`config.mk`:
```
export PLATFORM = sky130hd
export DESIGN_NAME = bin2bcd_seq
export DESIGN_NICKNAME = d
export VERILOG_FILES = /design/src/rtl/bin2bcd_pkg.sv /design/src/rtl/bcd_add3.sv /design/src/rtl/bin2bcd_seq.sv
export SDC_FILE = /design/constraint.sdc
export NUM_CORES = 1
export LEC_CHECK = 0
export CORE_MARGIN = 2
export CORE_UTILIZATION = 49
export CTS_CLUSTER_SIZE = 10
export DETAILED_ROUTE_END_ITERATION = 12
export PLACE_DENSITY_LB_ADDON = 0.08
export SYNTH_ARGS = -nofsm -noshare
export SYNTH_HDL_FRONTEND = slang
export SYNTH_SLANG_ARGS = --single-unit
```
`constraint.sdc`:
```
create_clock -name clk -period 1.7 [get_ports clk]
set_input_delay 0.17 -clock clk [delete_from_list [all_inputs] [get_ports clk]]
set_output_delay 0.17 -clock clk [all_outputs]
set_load 0.01 [all_outputs]
```
`src/rtl/bin2bcd_pkg.sv`:
```
// Shared definitions for the sequential binary-to-BCD converter.
// Holds the FSM state encoding and the add-3 correction threshold.
package bin2bcd_pkg;

    typedef enum logic [1:0] {
        IDLE  = 2'd0,
        SHIFT = 2'd1,
        DONE  = 2'd2
    } state_t;

    localparam int unsigned ADD3_THRESHOLD = 5;

endpackage

```
`src/rtl/bcd_add3.sv`:
```
// Single-digit double-dabble correction.
// Adds 3 to a BCD digit that is 5 or more, so the following shift carries into the next digit.
module bcd_add3 (
    input  logic [3:0] digit,
    output logic [3:0] corrected
);
    import bin2bcd_pkg::*;

    always_comb begin
        corrected = digit;
        if (digit >= 4'(ADD3_THRESHOLD)) begin
            corrected = digit + 4'd3;
        end
    end

endmodule

```
`src/rtl/bin2bcd_seq.sv`:
```
// Sequential double-dabble binary-to-BCD converter with a fixed latency of BIN_W+1 cycles.
// Results and the overflow flag are registered and held between conversions.
module bin2bcd_seq #(
    parameter int unsigned BIN_W  = 16,
    parameter int unsigned DIGITS = 5
) (
    input  logic                  clk,
    input  logic                  rst,
    input  logic                  start,
    input  logic [BIN_W-1:0]      bin_in,
    output logic                  busy,
    output logic                  done,
    output logic [4*DIGITS-1:0]   bcd_out,
    output logic                  overflow
);
    import bin2bcd_pkg::*;

    localparam int unsigned CNT_W = $clog2(BIN_W + 1);
    localparam logic [CNT_W-1:0] LAST_CNT = CNT_W'(BIN_W - 1);

    state_t              state_q, state_d;
    logic [BIN_W-1:0]    bin_q;
    logic [4*DIGITS-1:0] work_q;
    logic [4*DIGITS-1:0] adj;
    logic [CNT_W-1:0]    cnt_q;
    logic                carry_q;
    logic                done_q;
    logic [4*DIGITS-1:0] bcd_q;
    logic                ovf_q;

    for (genvar g = 0; g < DIGITS; g++) begin : g_digit
        bcd_add3 u_add3 (
            .digit     (work_q[4*g +: 4]),
            .corrected (adj[4*g +: 4])
        );
    end

    always_comb begin
        state_d = state_q;
        unique case (state_q)
            IDLE:    if (start) state_d = SHIFT;
            SHIFT:   if (cnt_q == LAST_CNT) state_d = DONE;
            DONE:    state_d = IDLE;
            default: state_d = IDLE;
        endcase
    end

    always_ff @(posedge clk or posedge rst) begin
        if (rst) begin
            state_q <= IDLE;
        end else begin
            state_q <= state_d;
        end
    end

    always_ff @(posedge clk or posedge rst) begin
        if (rst) begin
            bin_q   <= '0;
            work_q  <= '0;
            cnt_q   <= '0;
            carry_q <= 1'b0;
            done_q  <= 1'b0;
            bcd_q   <= '0;
            ovf_q   <= 1'b0;
        end else begin
            done_q <= 1'b0;
            unique case (state_q)
                IDLE: begin
                    if (start) begin
                        bin_q   <= bin_in;
                        work_q  <= '0;
                        cnt_q   <= '0;
                        carry_q <= 1'b0;
                    end
                end
                SHIFT: begin
                    // A set top bit after correction would be shifted out: the value exceeds DIGITS.
                    carry_q <= carry_q | adj[4*DIGITS-1];
                    work_q  <= {adj[4*DIGITS-2:0], bin_q[BIN_W-1]};
                    bin_q   <= {bin_q[BIN_W-2:0], 1'b0};
                    cnt_q   <= cnt_q + CNT_W'(1);
                end
                DONE: begin
                    done_q <= 1'b1;
                    bcd_q  <= work_q;
                    ovf_q  <= carry_q;
                end
                default: ;
            endcase
        end
    end

    assign busy     = (state_q != IDLE);
    assign done     = done_q;
    assign bcd_out  = bcd_q;
    assign overflow = ovf_q;

endmodule

```
# Word level (Yosys, flattened, before mapping)
# Index checks and enable logic that the tools add are counted.
totals:
  ff_bits: 66
  latchBits: 0
  ram_bits: 0
  rom_bits: 0
  in_bits: 19
  out_inout_bits: 23
  wordCells: 47
  memories: 0
op_classes:
  n_addsub: 6
  n_mul: 0
  div: 0
  n_lt_le_gt_ge: 5
  eq_ne: 5
  n_shift: 0
  n_mux: 17
  bitwise_logic: 1
  n_reduce_logical: 5
op_table:
  columns: ["cell", "count"]
  rows:
  - ["20-bit case mux with 2 select lines", 1]
  - ["16-bit case mux with 2 select lines", 1]
  - ["4-bit by 2-bit adder with 4-bit output, second input constant", 5]
  - ["4-bit by 3-bit greater-or-equal comparator with 1-bit output, second input constant", 5]
  - ["20-bit two-way mux", 1]
  - ["4-bit two-way mux", 5]
  - ["16-bit two-way mux", 1]
  - ["5-bit case mux with 2 select lines", 1]
  - ["5-bit by 1-bit adder with 5-bit output, second input constant", 1]
  - ["5-bit by 4-bit == test with 1-bit output, second input constant", 1]
  - ["5-bit two-way mux", 1]
  - ["2-bit two-way mux", 2]
  - ["2-bit != test, second input constant", 2]
  - ["2-bit case mux with 2 select lines", 1]
  - ["2-bit AND reduction", 2]
  - ["2-bit nonzero test", 2]
  - ["2-bit by 1-bit == test with 1-bit output, second input constant", 1]
  - ["2-bit == test, second input constant", 1]
  - ["2-bit logical NOT", 1]
  - ["1-bit two-way mux", 2]
  - ["1-bit case mux with 2 select lines", 1]
  - ["1-bit bitwise OR", 1]

# Logic depth before layout (Yosys ltp)
depth:
  word_depth: 4
  depth_mapped: 6
  ltp_nobuf: 6

# Cells and area by module
# From an unflattened synthesis, not the netlist that was laid out.
hier_totals:
  cells_unflattened: 298
  hier_area_um2: 3244.4
modules_own_cells:
  columns: ["mod", "instances", "cells_per_inst", "area_each_um2", "seq_area_each_um2"]
  rows:
  - ["bin2bcd_seq", 1, 218, 2737.6, 1651.6]
  - ["bcd_add3", 5, 16, 101.3, 0.0]

# Worst setup path after synthesis
# Ideal clock, no wire load.
synth_timing:
  path_type: "register -> register"
  from: "register work_q[16]"
  to: "register work_q[18]"
  arrival_time_ns: 1.282
  path_slack_ns: 0.298
  stages_incl_launch_ff: 7
  n_path_buf: 0
  period_less_slack_ns: 1.402
  cell_sequence: "dfrtp_1 inv_1 ha_1 nand2b_1 a21oi_1 mux2i_1 a22o_1"
synth_via:
  elab_chain_cells: 3
  elab_cells_between_ends: 4
  cone_classes: "add/sub (1); order compare (1); mux (2)"
synth_rtl:
  columns: ["item", "line", "rtl"]
  rows:
  - ["from (decl)", "bin2bcd_seq.sv:23", "logic [4*DIGITS-1:0] work_q;"]
  - ["from (signal assigned)", "bin2bcd_seq.sv:79", "work_q <= {adj[4*DIGITS-2:0], bin_q[BIN_W-1]};"]
  - ["4-bit by 2-bit adder with 4-bit output or 4-bit by 3-bit greater-or-equal comparator with 1-bit output (tied branches)", "bcd_add3.sv:12, bcd_add3.sv:11", null]
  - ["4-bit two-way mux (*)", "bcd_add3.sv:11", "if (digit >= 4'(ADD3_THRESHOLD)) begin"]
  - ["20-bit case mux with 2 select lines (*)", "bin2bcd_seq.sv:67", "unique case (state_q)"]
# Mark *: on every way between the ends. The rest lies on a longest branch, timed or not.
# A chain may end at the register's enable or synchronous reset.

# Worst setup path after layout
layout_timing:
  from: "register work_q[5]"
  to: "register work_q[6]"
# The elaborated chain is that of the path after synthesis.

==> summary.md <==
| Metric | Value |
|---|---|
| Status | complete, no violations |
| Vias per Instance | 5.48 |
| Initial antenna violation count | 0 |
| Pwr dens | 1670 nW/um^2 |
| Area Growth Syn to Fin | 25.2% |
| Period minus WS final | 1530 ps |
| CTS Hold Buffers Added | 0 |
| Largest net degree at the start of global routing | 37 |
| Residual DRC | 0 |
| Final setup vio count | 0 |
| Net Sw Frac | 0.350 |
| Cell Int Power | 4230 uW |
| First-pass GRT wire length | 10600 um |
| Row cnt | 29 |
| Grt total ovfl | 0 |
| Clk root buf | clkbuf_8 |
| Yosys reg bits | 66 |
| Final Wtd Congestion | 0.779 |
| Max Clk Rate | 653 MHz |
| Max_cap viols | 0 |
| VDD IR max | 0.000911 V |
| Clock Pin Slew Worst Setup and Hold Paths | 70 ps |
| Die Ht | 83.8 um |
| Synth area leader | dfrtp_1 |
| Vias in the first global route | 2266 |
| Sequential Power Share | 0.394 |
| Multi-input logic area | 1350 sq um |
| Final hold vios | 0 |
| Starting DRT DRC Count | 107 |
| TritonRoute pass-1 iters | 4 |
| Power share of the combinational group | 0.404 |
| Post-route ant nets | 0 |
| FFs w/ async S/R, synth | 1.00 |
| Max clock buf depth | 2 |
| Antenna diodes | 0 |
| CTS tree | built |
| Register area share after synthesis | 0.530 |
| Post-Syn Instances | 275 |
| Final nets | 357 |
| WP data required | 1920 ps |
| CORE AREA | 6240 sq um |
| Total power | 6500 uW |
| Yosys top cell area share | 0.530 |
| Share of cells above drive strength 1 | 0.115 |
| Die area | 7020 sq um |
| Top-count cell post-synth | dfrtp_1 |
| Hold Crit Class | input port to async pin |
| Starting Density | 0.500 |
| Via count | 2236 |
| Yosys cell types | 34 |
| IO Count | 42 |
| Critical path arrival | 1750 ps |
| P_leak | 0.00179 uW |
| Worst-path fanout max | 4 |
| Clk_lat worst skew | 340 ps |
| Critical path class | register to register |
| Synth top area cells | dfrtp_1, mux2_1, ha_1 |
| Max Slew Vio Count | 0 |
| Relative slew margins | 0.700 |
| EDFF count, synth | 0 |
| Crit end category | register |
| Sequential Area | 1650 sq um |
| PortBufs | 41 |
| Tot GR Track Use | 0.192 |
| Synth warnings | 0 |
| Syn Nets | 306 |
| Detailed Place HPWL | 4040 um |
| TNS Setup | 0 ps |
| CTS buffer count | 9 |
| Ys flop type | dfrtp_1 |
| Clock sink count | 66 |
| Clock power share | 0.202 |
| Avg WL per Cell | 14.6 um |
| RSZ-0062 raised after global routing | false |
| Type of origin of the critical path | register |
| Fillers | 518 |
| Most instantiated cells after synthesis | dfrtp_1, a21oi_1, mux2_1, o21ai_1, nor2b_1 |
| Worst slew pin tran | 449 ps |
| H-tree levels | 3 |
| Synthesized area per cell | 11.3 sq um |
| Final wirelength | 5970 um |
| Die span in x | 83.8 um |
| Clock Skew | 8.82 ps |
| Final Cycle Share | 0.901 |
| Psw | 2280 uW |
| Synthesized area | 3120 sq um |
[cells by family after synthesis]
family	share of synthesized area
flops	0.530
xor+xnor	0.0225
compound gates	0.188
buf+inv	0.0413
simple gates	0.0783
fa+ha+maj	0.0482
mux	0.0919
[layout by cell type (no fill, tap or decap), types with 6 or more instances in the layout]
cell type / count
inv_1: 11
a22o_1: 7
o21ai_1: 21
nor2b_1: 16
dfrtp_1: 64
o22ai_1: 8
a22oi_1: 14
clkdlybuf4s50_1: 40
mux2_1: 21
a21oi_1: 21
clkbuf_8: 11
ha_1: 12
buf_4: 13
nand2b_1: 6
o31ai_1: 6
[registers in the layout (all words and copies together), names as in the netlist]
name / cells
work_q: 20
done: 1
carry_q: 1
bin_q: 16
bcd_out: 20
overflow: 1
state_q: 2
cnt_q: 5
[power groups by stage]
| stage | Clock (uW) | Sequential (uW) | Combinational (uW) |
|---|---|---|---|
| after floorplan | 0 | 2510 | 1840 |
| after global placement | 0 | 2560 | 2530 |
| after detailed placement | 0 | 2570 | 2600 |
| after CTS | 1350 | 2550 | 2630 |
| after global routing | 1430 | 2650 | 2960 |
| final | 1310 | 2560 | 2630 |
[metrics by stage]
| step | instances | hold slack [ps] | setup slack (ps) | instance area [sq um] | util |
|---|---|---|---|---|---|
| floorplan | 275 | 314 | 298 | 3120 | - |
| global placement | 391 | 466 | 137 | 3680 | 0.590 |
| detailed placement | 391 | 474 | 133 | 3680 | 0.590 |
| CTS | 408 | 202 | 25.5 | 3890 | 0.623 |
| global route | 408 | 220 | 15.6 | 3900 | 0.625 |
| finish | 408 | 199 | 169 | 3900 | 0.625 |
[worst paths after layout]
check                           from          end  slack, ps  cells past startpoint
setup / recovery           work_q[5]    work_q[6]        170                      6
hold / removal                   rst  bcd_out[14]        200                      2
setup reg to reg           work_q[5]    work_q[6]        170                      6
hold reg to reg             overflow     overflow        480                      1
max in group asynchronous        rst   state_q[0]        970                      3
min in group clk           bin_in[3]     bin_q[3]        450                      3
[timing repair]
action                     CTS  global route
cloned                       0             0
setup endpoints to repair    1             4
gates resized for setup      1             5
buffers inserted             1             0
[metal layers]
metal  track usage  vias to the layer above  wire [um]
met5             0                        -          0
met2         0.289                       35       2800
met3        0.0514                        8        157
met4        0.0836                        0         98
met1         0.263                     1094       2910
li1              -                     1099          -
[worst max-delay path, cell delays in order (launching register included)]
cell and delay [ps]:
dfrtp_1 390, inv_1 130, ha_1 210, nand2b_1 60
a21oi_1 310, mux2i_1 120, a22o_1 200
[final cells by class]
type / instances / share of cell area
Clock buffer: 14 / 0.0417
Clock inverter: 2 / 0.00898
Inverter: 13 / 0.0135
Multi-Input combinational cell: 180 / 0.346
Sequential cell: 66 / 0.424
Tap cell: 77 / 0.0247
Timing Repair Buffer: 56 / 0.141
Power figures use the tool's default switching activity.
